--- src/rtl/chunked_adder_pkg.sv ---
// Shared types and sizing helpers for the multi-cycle chunked adder.
package chunked_adder_pkg;

    typedef enum logic [1:0] {
        IDLE = 2'd0,
        RUN  = 2'd1,
        DONE = 2'd2
    } state_t;

    function automatic int nch(input int width, input int chunk);
        return width / chunk;
    endfunction

    // Chunk index width; a single-chunk adder still needs a one-bit counter.
    function automatic int idx_w(input int n);
        return (n <= 1) ? 1 : $clog2(n);
    endfunction

endpackage

--- src/rtl/chunked_adder_ripple.sv ---
// Combinational CHUNK-bit ripple-carry adder built from per-bit generate/propagate stages.
module chunk_ripple #(
    parameter int CHUNK = 8
) (
    input  logic [CHUNK-1:0] x_i,
    input  logic [CHUNK-1:0] y_i,
    input  logic             cin_i,
    output logic [CHUNK-1:0] sum_o,
    output logic             cout_o,
    output logic             c_msb_in_o
);

    logic [CHUNK:0]   c;
    logic [CHUNK-1:0] g;
    logic [CHUNK-1:0] p;

    assign c[0] = cin_i;

    for (genvar i = 0; i < CHUNK; i++) begin : g_bit
        assign g[i]     = x_i[i] & y_i[i];
        assign p[i]     = x_i[i] ^ y_i[i];
        assign sum_o[i] = p[i] ^ c[i];
        assign c[i+1]   = g[i] | (p[i] & c[i]);
    end

    assign cout_o     = c[CHUNK];
    assign c_msb_in_o = c[CHUNK-1];

endmodule

--- src/rtl/chunked_adder.sv ---
// Multi-cycle WIDTH-bit add/subtract, CHUNK bits per clock through one shared ripple chunk.
module chunked_adder
    import chunked_adder_pkg::*;
#(
    parameter int WIDTH = 32,
    parameter int CHUNK = 8
) (
    input  logic             clk,
    input  logic             rst,
    input  logic             start,
    input  logic             sub,
    input  logic             c_in,
    input  logic [WIDTH-1:0] a,
    input  logic [WIDTH-1:0] b,
    output logic             busy,
    output logic             done,
    output logic [WIDTH-1:0] s,
    output logic             c_out,
    output logic             ovf,
    output state_t           dbg_state
);

    localparam int NCH = nch(WIDTH, CHUNK);
    localparam int IW  = idx_w(NCH);

    if ((CHUNK < 1) || (CHUNK > WIDTH) || (WIDTH % CHUNK != 0)) begin : g_bad_params
        $error("chunked_adder: WIDTH must be a positive multiple of CHUNK");
    end

    state_t               state_q, state_d;
    logic [WIDTH-1:0]     a_q, a_d;
    logic [WIDTH-1:0]     b_q, b_d;
    logic [WIDTH-1:0]     res_q, res_d;
    logic [WIDTH-1:0]     s_q, s_d;
    logic                 carry_q, carry_d;
    logic                 c_out_q, c_out_d;
    logic                 ovf_q, ovf_d;
    logic                 busy_q, done_q;
    logic [IW-1:0]        idx_q, idx_d;

    logic [CHUNK-1:0]     chunk_sum;
    logic                 chunk_cout;
    logic                 chunk_c_msb_in;
    logic [WIDTH+CHUNK-1:0] res_shift;
    logic                 last_chunk;

    // Operands shift right each RUN cycle, so the active chunk is always the low slice.
    chunk_ripple #(
        .CHUNK (CHUNK)
    ) u_chunk (
        .x_i        (a_q[CHUNK-1:0]),
        .y_i        (b_q[CHUNK-1:0]),
        .cin_i      (carry_q),
        .sum_o      (chunk_sum),
        .cout_o     (chunk_cout),
        .c_msb_in_o (chunk_c_msb_in)
    );

    // New chunk enters at the top; after NCH shifts chunk 0 sits at bit 0.
    assign res_shift  = {chunk_sum, res_q};
    assign last_chunk = (idx_q == IW'(NCH - 1));

    always_comb begin
        state_d = state_q;
        a_d     = a_q;
        b_d     = b_q;
        res_d   = res_q;
        s_d     = s_q;
        carry_d = carry_q;
        c_out_d = c_out_q;
        ovf_d   = ovf_q;
        idx_d   = idx_q;

        case (state_q)
            IDLE, DONE: begin
                if (start) begin
                    state_d = RUN;
                    a_d     = a;
                    b_d     = sub ? ~b : b;
                    carry_d = sub | c_in;
                    idx_d   = '0;
                end else begin
                    state_d = IDLE;
                end
            end
            RUN: begin
                a_d     = a_q >> CHUNK;
                b_d     = b_q >> CHUNK;
                res_d   = res_shift[WIDTH+CHUNK-1:CHUNK];
                carry_d = chunk_cout;
                idx_d   = idx_q + IW'(1);
                if (last_chunk) begin
                    state_d = DONE;
                    s_d     = res_d;
                    c_out_d = chunk_cout;
                    ovf_d   = chunk_cout ^ chunk_c_msb_in;
                end
            end
            default: state_d = IDLE;
        endcase
    end

    always_ff @(posedge clk or posedge rst) begin
        if (rst) begin
            state_q <= IDLE;
            a_q     <= '0;
            b_q     <= '0;
            res_q   <= '0;
            s_q     <= '0;
            carry_q <= 1'b0;
            c_out_q <= 1'b0;
            ovf_q   <= 1'b0;
            idx_q   <= '0;
            busy_q  <= 1'b0;
            done_q  <= 1'b0;
        end else begin
            state_q <= state_d;
            a_q     <= a_d;
            b_q     <= b_d;
            res_q   <= res_d;
            s_q     <= s_d;
            carry_q <= carry_d;
            c_out_q <= c_out_d;
            ovf_q   <= ovf_d;
            idx_q   <= idx_d;
            busy_q  <= (state_d == RUN);
            done_q  <= (state_d == DONE);
        end
    end

    assign busy      = busy_q;
    assign done      = done_q;
    assign s         = s_q;
    assign c_out     = c_out_q;
    assign ovf       = ovf_q;
    assign dbg_state = state_q;

endmodule
--- config.mk ---
export PLATFORM = sky130hd
export DESIGN_NAME = chunked_adder
export DESIGN_NICKNAME = d
export VERILOG_FILES = /design/src/rtl/chunked_adder_pkg.sv /design/src/rtl/chunked_adder_ripple.sv /design/src/rtl/chunked_adder.sv
export SDC_FILE = /design/constraint.sdc
export NUM_CORES = 1
export LEC_CHECK = 0
export BUFFER_PORTS_ARGS = -buffer_cell sky130_fd_sc_hd__buf_2
export CORE_MARGIN = 1.5
export CORE_UTILIZATION = 55
export CTS_BUF_LIST = sky130_fd_sc_hd__clkbuf_2
export CTS_CLUSTER_SIZE = 20
export DETAILED_ROUTE_END_ITERATION = 12
export HOLD_SLACK_MARGIN = 0.1
export PLACE_DENSITY_LB_ADDON = 0.12
export SLEW_MARGIN = 20
export SYNTH_ARGS = -nofsm -noshare
export SYNTH_HDL_FRONTEND = slang
export SYNTH_HIERARCHICAL = 1
export SYNTH_SLANG_ARGS = --single-unit
--- constraint.sdc ---
create_clock -name clk -period 7.5 [get_ports clk]
set_input_delay 0.375 -clock clk [delete_from_list [all_inputs] [get_ports clk]]
set_output_delay 0.375 -clock clk [all_outputs]
set_load 0.01 [all_outputs]
==> run_results.csv, run 1 <==
group,metric,value,unit
placement,port_buffer_count,106,
logic_synthesis,syn_inst,478,
logic_synthesis,ys_ff_latch,129,
timing,final_min_period_over_clock_period,51.1,%
timing,tightestPinTransition,1050,ps
timing,setup_total_neg_slack,0,ps
run_status,result_of_the_run,"finished, final reports clean",
logic_synthesis,synth-warning-count,6,
logic_synthesis,synth_largest_type_area_fraction,57.9,%
clock_tree,number_of_setup_buffers_added_after_cts,0,
timing,worst_slew_margin_rel,29.7,%
clock_tree,cts_htree_levels,4,
cells_and_area,final_design_area_no_fill,0.00699,mm2
die,rows,36,
die,core_area,0.00982,mm2
timing,setup_viol,0,
setup_path,worstPathCellList,"inv_1 > fa_1 > inv_1 > fa_1 > fa_1 > fa_1 > fa_1 > fa_1 > inv_1 > fa_1 > inv_1 > fa_1 > a221o_1",
setup_path,most_frequent_cell_on_the_critical_path,"fa_1",
clock_tree,clockBufferDepth,2,
placement,area_post_placement,0.00608,mm2
die,top_level_ports,107,
logic_synthesis,synth_edf_count,0,
clock_tree,clkSlewWorstSetupHoldPaths,180,ps
logic_synthesis,mappedNetlistNets,556,
setup_path,critPathSlowestCell,"dfrtp_1",
placement,place.detailed.hpwl,7330,um
detailed_routing,detailroute.via_count,4103,
clock_tree,cts_made_buffers,17,
logic_synthesis,postSynth.topFlopCell,"dfrtp_1",
logic_synthesis,async_flop_share,100,%
timing,achievable-frequency,261,MHz
timing,timing_max_transition_violations_final,0,
cells_and_area,antenna_cells,0,
detailed_routing,detailedRoute.firstPassIterationCount,4,
die,die_height,104,um
setup_path,critPathArrivalTime,4380,ps
placement,globalplace.congestion,0.771,
detailed_routing,first_drt_iteration_drcs,223,
power_and_ir_drop,vdd_ir_drop_max,170,uV
global_routing,grt_pass1_wl,20600,um
setup_path,critical_path.startpoint_type,"flip-flop",
power_and_ir_drop,sw_frac_of_total,38.9,%
cells_and_area,fillCellCount,772,
detailed_routing,routed_wirelength,12300,um
clock_tree,clock_tree_from_tritoncts,"done",
placement,pre_cts_ws,3700,ps
logic_synthesis,yosys.cell_types.count,24,
clock_tree,clock_sinks,129,
global_routing,grt_max_degree,76,
detailed_routing,avgRoutedWirePerCell,15.8,um
timing,setup_repair_after_global_routing_missed_its_margin,"false",
global_routing,number_of_global_route_vias_before_repair,4249,
logic_synthesis,postSynthAreaPerCell,11.7,um2
detailed_routing,detail_route.drc_violations,0,
logic_synthesis,yosys.area.top_type,"dfrtp_1",
logic_synthesis,most_common_cell_in_the_synthesized_netlist,"dfrtp_1",
detailed_routing,avgViaCountPerCell,5.27,
die,dieWidth,104,um
global_routing,globalRoute.totalOverflow,0,
power_and_ir_drop,cellLeakagePower,0.00350,uW
die,floorplan.die_area,0.0108,mm2
logic_synthesis,synth_area_leaders,"dfrtp_1, mux2_2, nand2_1",
clock_tree,insertion_delay,660,ps
power_and_ir_drop,sequentialPowerShare,43.5,%
die,starting_density_of_the_core,56.8,%
global_routing,global_route.usage.total,24.2,%
logic_synthesis,ys_top_cells_by_count,"dfrtp_1, nand2_1, mux2_2",
timing,period_needed,3830,ps
power_and_ir_drop,p_int,1700,uW
cells_and_area,final_cell_utilization_of_the_core,71.2,%
power_and_ir_drop,power.share.combinational,40.1,%
power_and_ir_drop,net-switching-power,1080,uW
setup_path,critical_path.max_stage_delay,420,ps
logic_synthesis,seq_area_frac_synth,57.9,%
setup_path,worstPathRequired,8040,ps
cells_and_area,post_route_cells_drive_above_1_share,27.7,%
cells_and_area,finalNetCount,711,
timing,final_hold_viol_count,0,
power_and_ir_drop,p_clk_share,16.4,%
detailed_routing,ant_nets,0,
power_and_ir_drop,power_per_cell_area,399,mW/mm2
setup_path,worstPathMaxFanout,3,
setup_path,critical_path_class,"reg -> reg",
timing,final_critical_path_setup_slack,3670,ps
setup_path,endpoint_kind,"flip-flop",
job,max_cap_violations,0,
logic_synthesis,synth_area,0.00558,mm2
cells_and_area,area_growth,25.3,%
clock_tree,cts_root_cell,"clkbuf_2",
global_routing,grt_antenna_before_repair,0,
timing,skew,34.6,ps
worst_hold_path,min_path_type,"in -> reg",
## per-layer routing
| metal | vias up | routed length [um] | part of all wire, % | track usage, % |
|---|---|---|---|---|
| met5 | - | 0 | 0 | 0 |
| met4 | 0 | 97 | 0.79 | 5.36 |
| met3 | 12 | 576 | 4.7 | 5.92 |
| met1 | 2018 | 5370 | 44 | 32.0 |
| met2 | 122 | 6240 | 51 | 40.8 |
| li1 | 1951 | - | - | - |
## registers in the layout, indices dropped and copies added, names as in the netlist
name       count
a_q           32
carry_q        1
res_q         24
busy           1
c_out          1
b_q           32
done           1
dbg_state      2
ovf            1
idx_q          2
s             32
## cell usage in the layout, fill, tap and decap left out, drive strengths merged
cell           n
fa             8
nand3b         1
a22o          17
bufinv         3
ha             1
nand2b         2
xor2           8
clkinvlp       1
dfrtp        129
and2b          1
o21ai          4
nand3         25
dlygate4sd3   64
nor2b          1
xnor2         25
nor2          27
nand2         97
buf          109
clkinv         5
a221o         25
mux2          33
inv           18
a22oi         24
clkbuf        18
## through the flow
stage	power, uW	instances	hold slack [ps]
6_report	2790	779	144
5_1_grt	3010	779	106
4_1_cts	2810	779	111
3_5_place_dp	2330	683	459
3_3_place_gp	2280	683	458
2_1_floorplan	2030	478	442
## power groups by stage
stage	Clock [uW]	Sequential [uW]	Combinational, uW
floorplan	0	1220	812
global placement	0	1220	1060
detailed placement	0	1230	1100
CTS	470	1210	1130
global route	500	1250	1250
finish	458	1210	1120
## what timing repair did
action	4_1_cts	5_1_grt
hold buffers	64	0
gates resized for setup	0	0
endpoints found under the hold margin	122	0
## worst max-delay path: cells and delay by family, from the launching register on
| kind | cells | cell delay (ps) |
|---|---|---|
| buf+inv | 4 | 290 |
| compound gates | 1 | 330 |
| flops | 1 | 420 |
| fa+ha+maj | 8 | 2720 |
## kinds of logic after synthesis
kind of cell	after synthesis	synth area share (%)
DFF	129	57.9
buffers and inverters	50	5.16
AOI/OAI and AO/OA	70	10.7
adders and majority gates	9	3.10
muxes	33	6.66
xor gates and xnor gates	33	5.18
and+or+nand+nor	154	11.3
## worst paths after layout
path / from / end / slack, ps / cells past startpoint
worst max-delay path: b_q[0] / carry_q / 3670 / 13
worst min-delay path: b[1] / b_q[1] / 140 / 4
worst max register to register: b_q[0] / carry_q / 3670 / 13
worst min register to register: res_q[9] / res_q[9] / 490 / 2
max in group asynchronous: rst / b_q[11] / 5920 / 4
min in group asynchronous: rst / res_q[10] / 310 / 3
## layout make-up
class | count | area [um2] | area share [%]
clock buffers | 18 | 90.1 | 1.29
flip-flops and latches | 129 | 3230 | 46.2
inverters | 13 | 53.8 | 0.770
clock inverters | 14 | 180 | 2.58
well taps | 133 | 166 | 2.38
repair buffers | 173 | 1190 | 17.1
multi-input cells | 299 | 2080 | 29.7
No activity file was read; power rests on OpenSTA's default activity.
==> run 2, diff against run 1 <==
- clock period: 7.5 -> 3.9 ns (I/O delays scaled with it)
==> run 2 against run 1 <==
  * Register-to-register slack worse by 3500 ps
  * Power increased by 92%
  * Routed wire length shrank 1.2%
  * Via count rose by 0.27%
  * First-iteration DRC count is 25% higher
  * Sequential power increased by 93%
  * Maximum frequency increased by 1.5%
  * Combinational power increased by 94%
  * Critical endpoint unchanged
  * Critical path type unchanged
==> run_results.csv, run 2 (same netlist as run 1, synthesis figures left out) <==
group,metric,value,unit
run_status,result_of_the_run,"finished, final reports clean",
setup_path,timing.reg2reg.worst_path_depth,13,
worst_hold_path,min_path_type,"in -> reg",
setup_path,critical_path.reg2reg.endpoint,"carry_q",
die,starting_density_of_the_core,56.8,%
setup_path,reg2reg_slack,120,ps
setup_path,critical_path.startpoint_type,"flip-flop",
detailed_routing,first_drt_iteration_drcs,279,
cells_and_area,final_cell_utilization_of_the_core,71.5,%
placement,port_buffer_count,106,
setup_path,critPathArrivalTime,4330,ps
placement,globalplace.congestion,0.763,
setup_path,worstPathRequired,4450,ps
cells_and_area,antenna_cells,0,
die,dieWidth,104,um
timing,skew,17.6,ps
power_and_ir_drop,cellLeakagePower,0.00351,uW
detailed_routing,routed_wirelength,12100,um
die,floorplan.die_area,0.0108,mm2
cells_and_area,final-instance-count-excl-fill,784,
timing,achievable-frequency,265,MHz
clock_tree,clock_sinks,129,
die,core_area,0.00982,mm2
timing,worst_slew_margin_rel,30.2,%
worst_hold_path,worst_hold_startpoint,"start",
clock_tree,clockBufferDepth,2,
timing,setup_total_neg_slack,0,ps
detailed_routing,detail_route.drc_violations,0,
clock_tree,insertion_delay,640,ps
clock_tree,cts_made_buffers,17,
cells_and_area,area_growth,26.0,%
worst_hold_path,worst_hold_path.endpoint,"a_q[20]",
global_routing,grt_antenna_before_repair,0,
timing,setup_repair_after_global_routing_missed_its_margin,"false",
job,max_cap_violations,0,
cells_and_area,finalNetCount,716,
global_routing,grt_pass1_wl,20400,um
timing,final_hold_viol_count,0,
placement,number_of_instances_in_the_placed_design,685,
die,top_level_ports,107,
detailed_routing,detailedRoute.firstPassIterationCount,5,
detailed_routing,ant_nets,0,
power_and_ir_drop,design_power_total,5350,uW
detailed_routing,detailroute.via_count,4114,
detailed_routing,avgRoutedWirePerCell,15.5,um
timing,period_needed,3780,ps
cells_and_area,mostFrequentLayoutCells,"dfrtp_1, buf_2, nand2_1",
cells_and_area,layout_commonest_cell,"dfrtp_1",
power_and_ir_drop,power_per_cell_area,761,mW/mm2
clock_tree,cts_root_cell,"clkbuf_2",
setup_path,worstReg2RegStart,"carry_q",
die,die_height,104,um
placement,place.detailed.hpwl,7250,um
setup_path,endpoint_kind,"flip-flop",
global_routing,global_route.usage.total,23.9,%
timing,tightestPinTransition,1050,ps
timing,final_min_period_over_clock_period,96.9,%
clock_tree,clkSlewWorstSetupHoldPaths,210,ps
global_routing,globalRoute.totalOverflow,0,
timing,timing_max_transition_violations_final,0,
global_routing,number_of_global_route_vias_before_repair,4212,
clock_tree,cts_htree_levels,4,
power_and_ir_drop,vdd_ir_drop_max,496,uV
cells_and_area,post_route_cells_drive_above_1_share,28.3,%
timing,setup_viol,0,
die,rows,36,
detailed_routing,avgViaCountPerCell,5.25,
setup_path,worstPathMaxFanout,3,
worst_hold_path,min_path_cells,4,
cells_and_area,fillCellCount,734,
clock_tree,clock_tree_from_tritoncts,"done",
global_routing,grt_max_degree,104,
setup_path,critical_path_class,"reg -> reg",
## run 2: critical path, cell delays in order, from the launching register on
cell	delay [ps]
dfrtp_1	430
inv_1	80
fa_1	170
inv_1	50
fa_1	380
fa_1	400
fa_1	400
fa_1	410
fa_1	380
inv_1	80
fa_1	150
inv_1	70
fa_2	360
a221o_1	320
## run 2: cell type report
type                    count  area (um2)  share of cell area (%)
multi-input cells         299        2080                    29.6
inverters                  13        53.8                   0.766
repair buffers            178        1240                    17.6
well taps                 133         166                    2.37
flip-flops and latches    129        3230                    45.9
clock inverters            15         174                    2.48
clock buffers              17        85.1                    1.21
## run 2: layer usage
metal / wire length, um / up-vias / global-route usage [%]
li1: - / 1961 / -
met1: 5250 / 1997 / 31.2
met2: 6040 / 135 / 38.3
met3: 587 / 21 / 6.36
met4: 250 / 0 / 9.42
met5: 0 / - / 0
## run 2: worst max-delay path by stage
stage / start / to / slack (ps) / cells past startpoint
floorplan: rst / a_q[0] / 260 / 1
global placement: a_q[0] / carry_q / 180 / 13
detailed placement: b_q[0] / carry_q / 110 / 13
CTS: b_q[0] / carry_q / 80 / 13
global route: carry_q / carry_q / 1 / 13
finish: carry_q / carry_q / 120 / 13
## run 2: stage by stage
step,instance area (um2),hold slack [ps],worst slack [ps]
floorplan,5580,323,264
global placement,6100,413,182
detailed placement,6100,417,115
CTS,7020,153,77.0
global route,7030,153,0.991
finish,7030,217,121
## run 2: report_power, final
part           internal (uW)  total [uW]  switching (uW)  leakage, uW
combinational            977        2170            1190      0.00174
sequential              1950        2330             385      0.00162
clock                    315         851             537     0.000148
## run 2: what timing repair did
| item | 4_1_cts | 5_1_grt |
|---|---|---|
| endpoints found under the setup margin | 0 | 4 |
| buffers inserted | 0 | 1 |
| hold buffers | 66 | 0 |
| endpoints found under the hold margin | 167 | 0 |
| gates resized for setup | 0 | 2 |
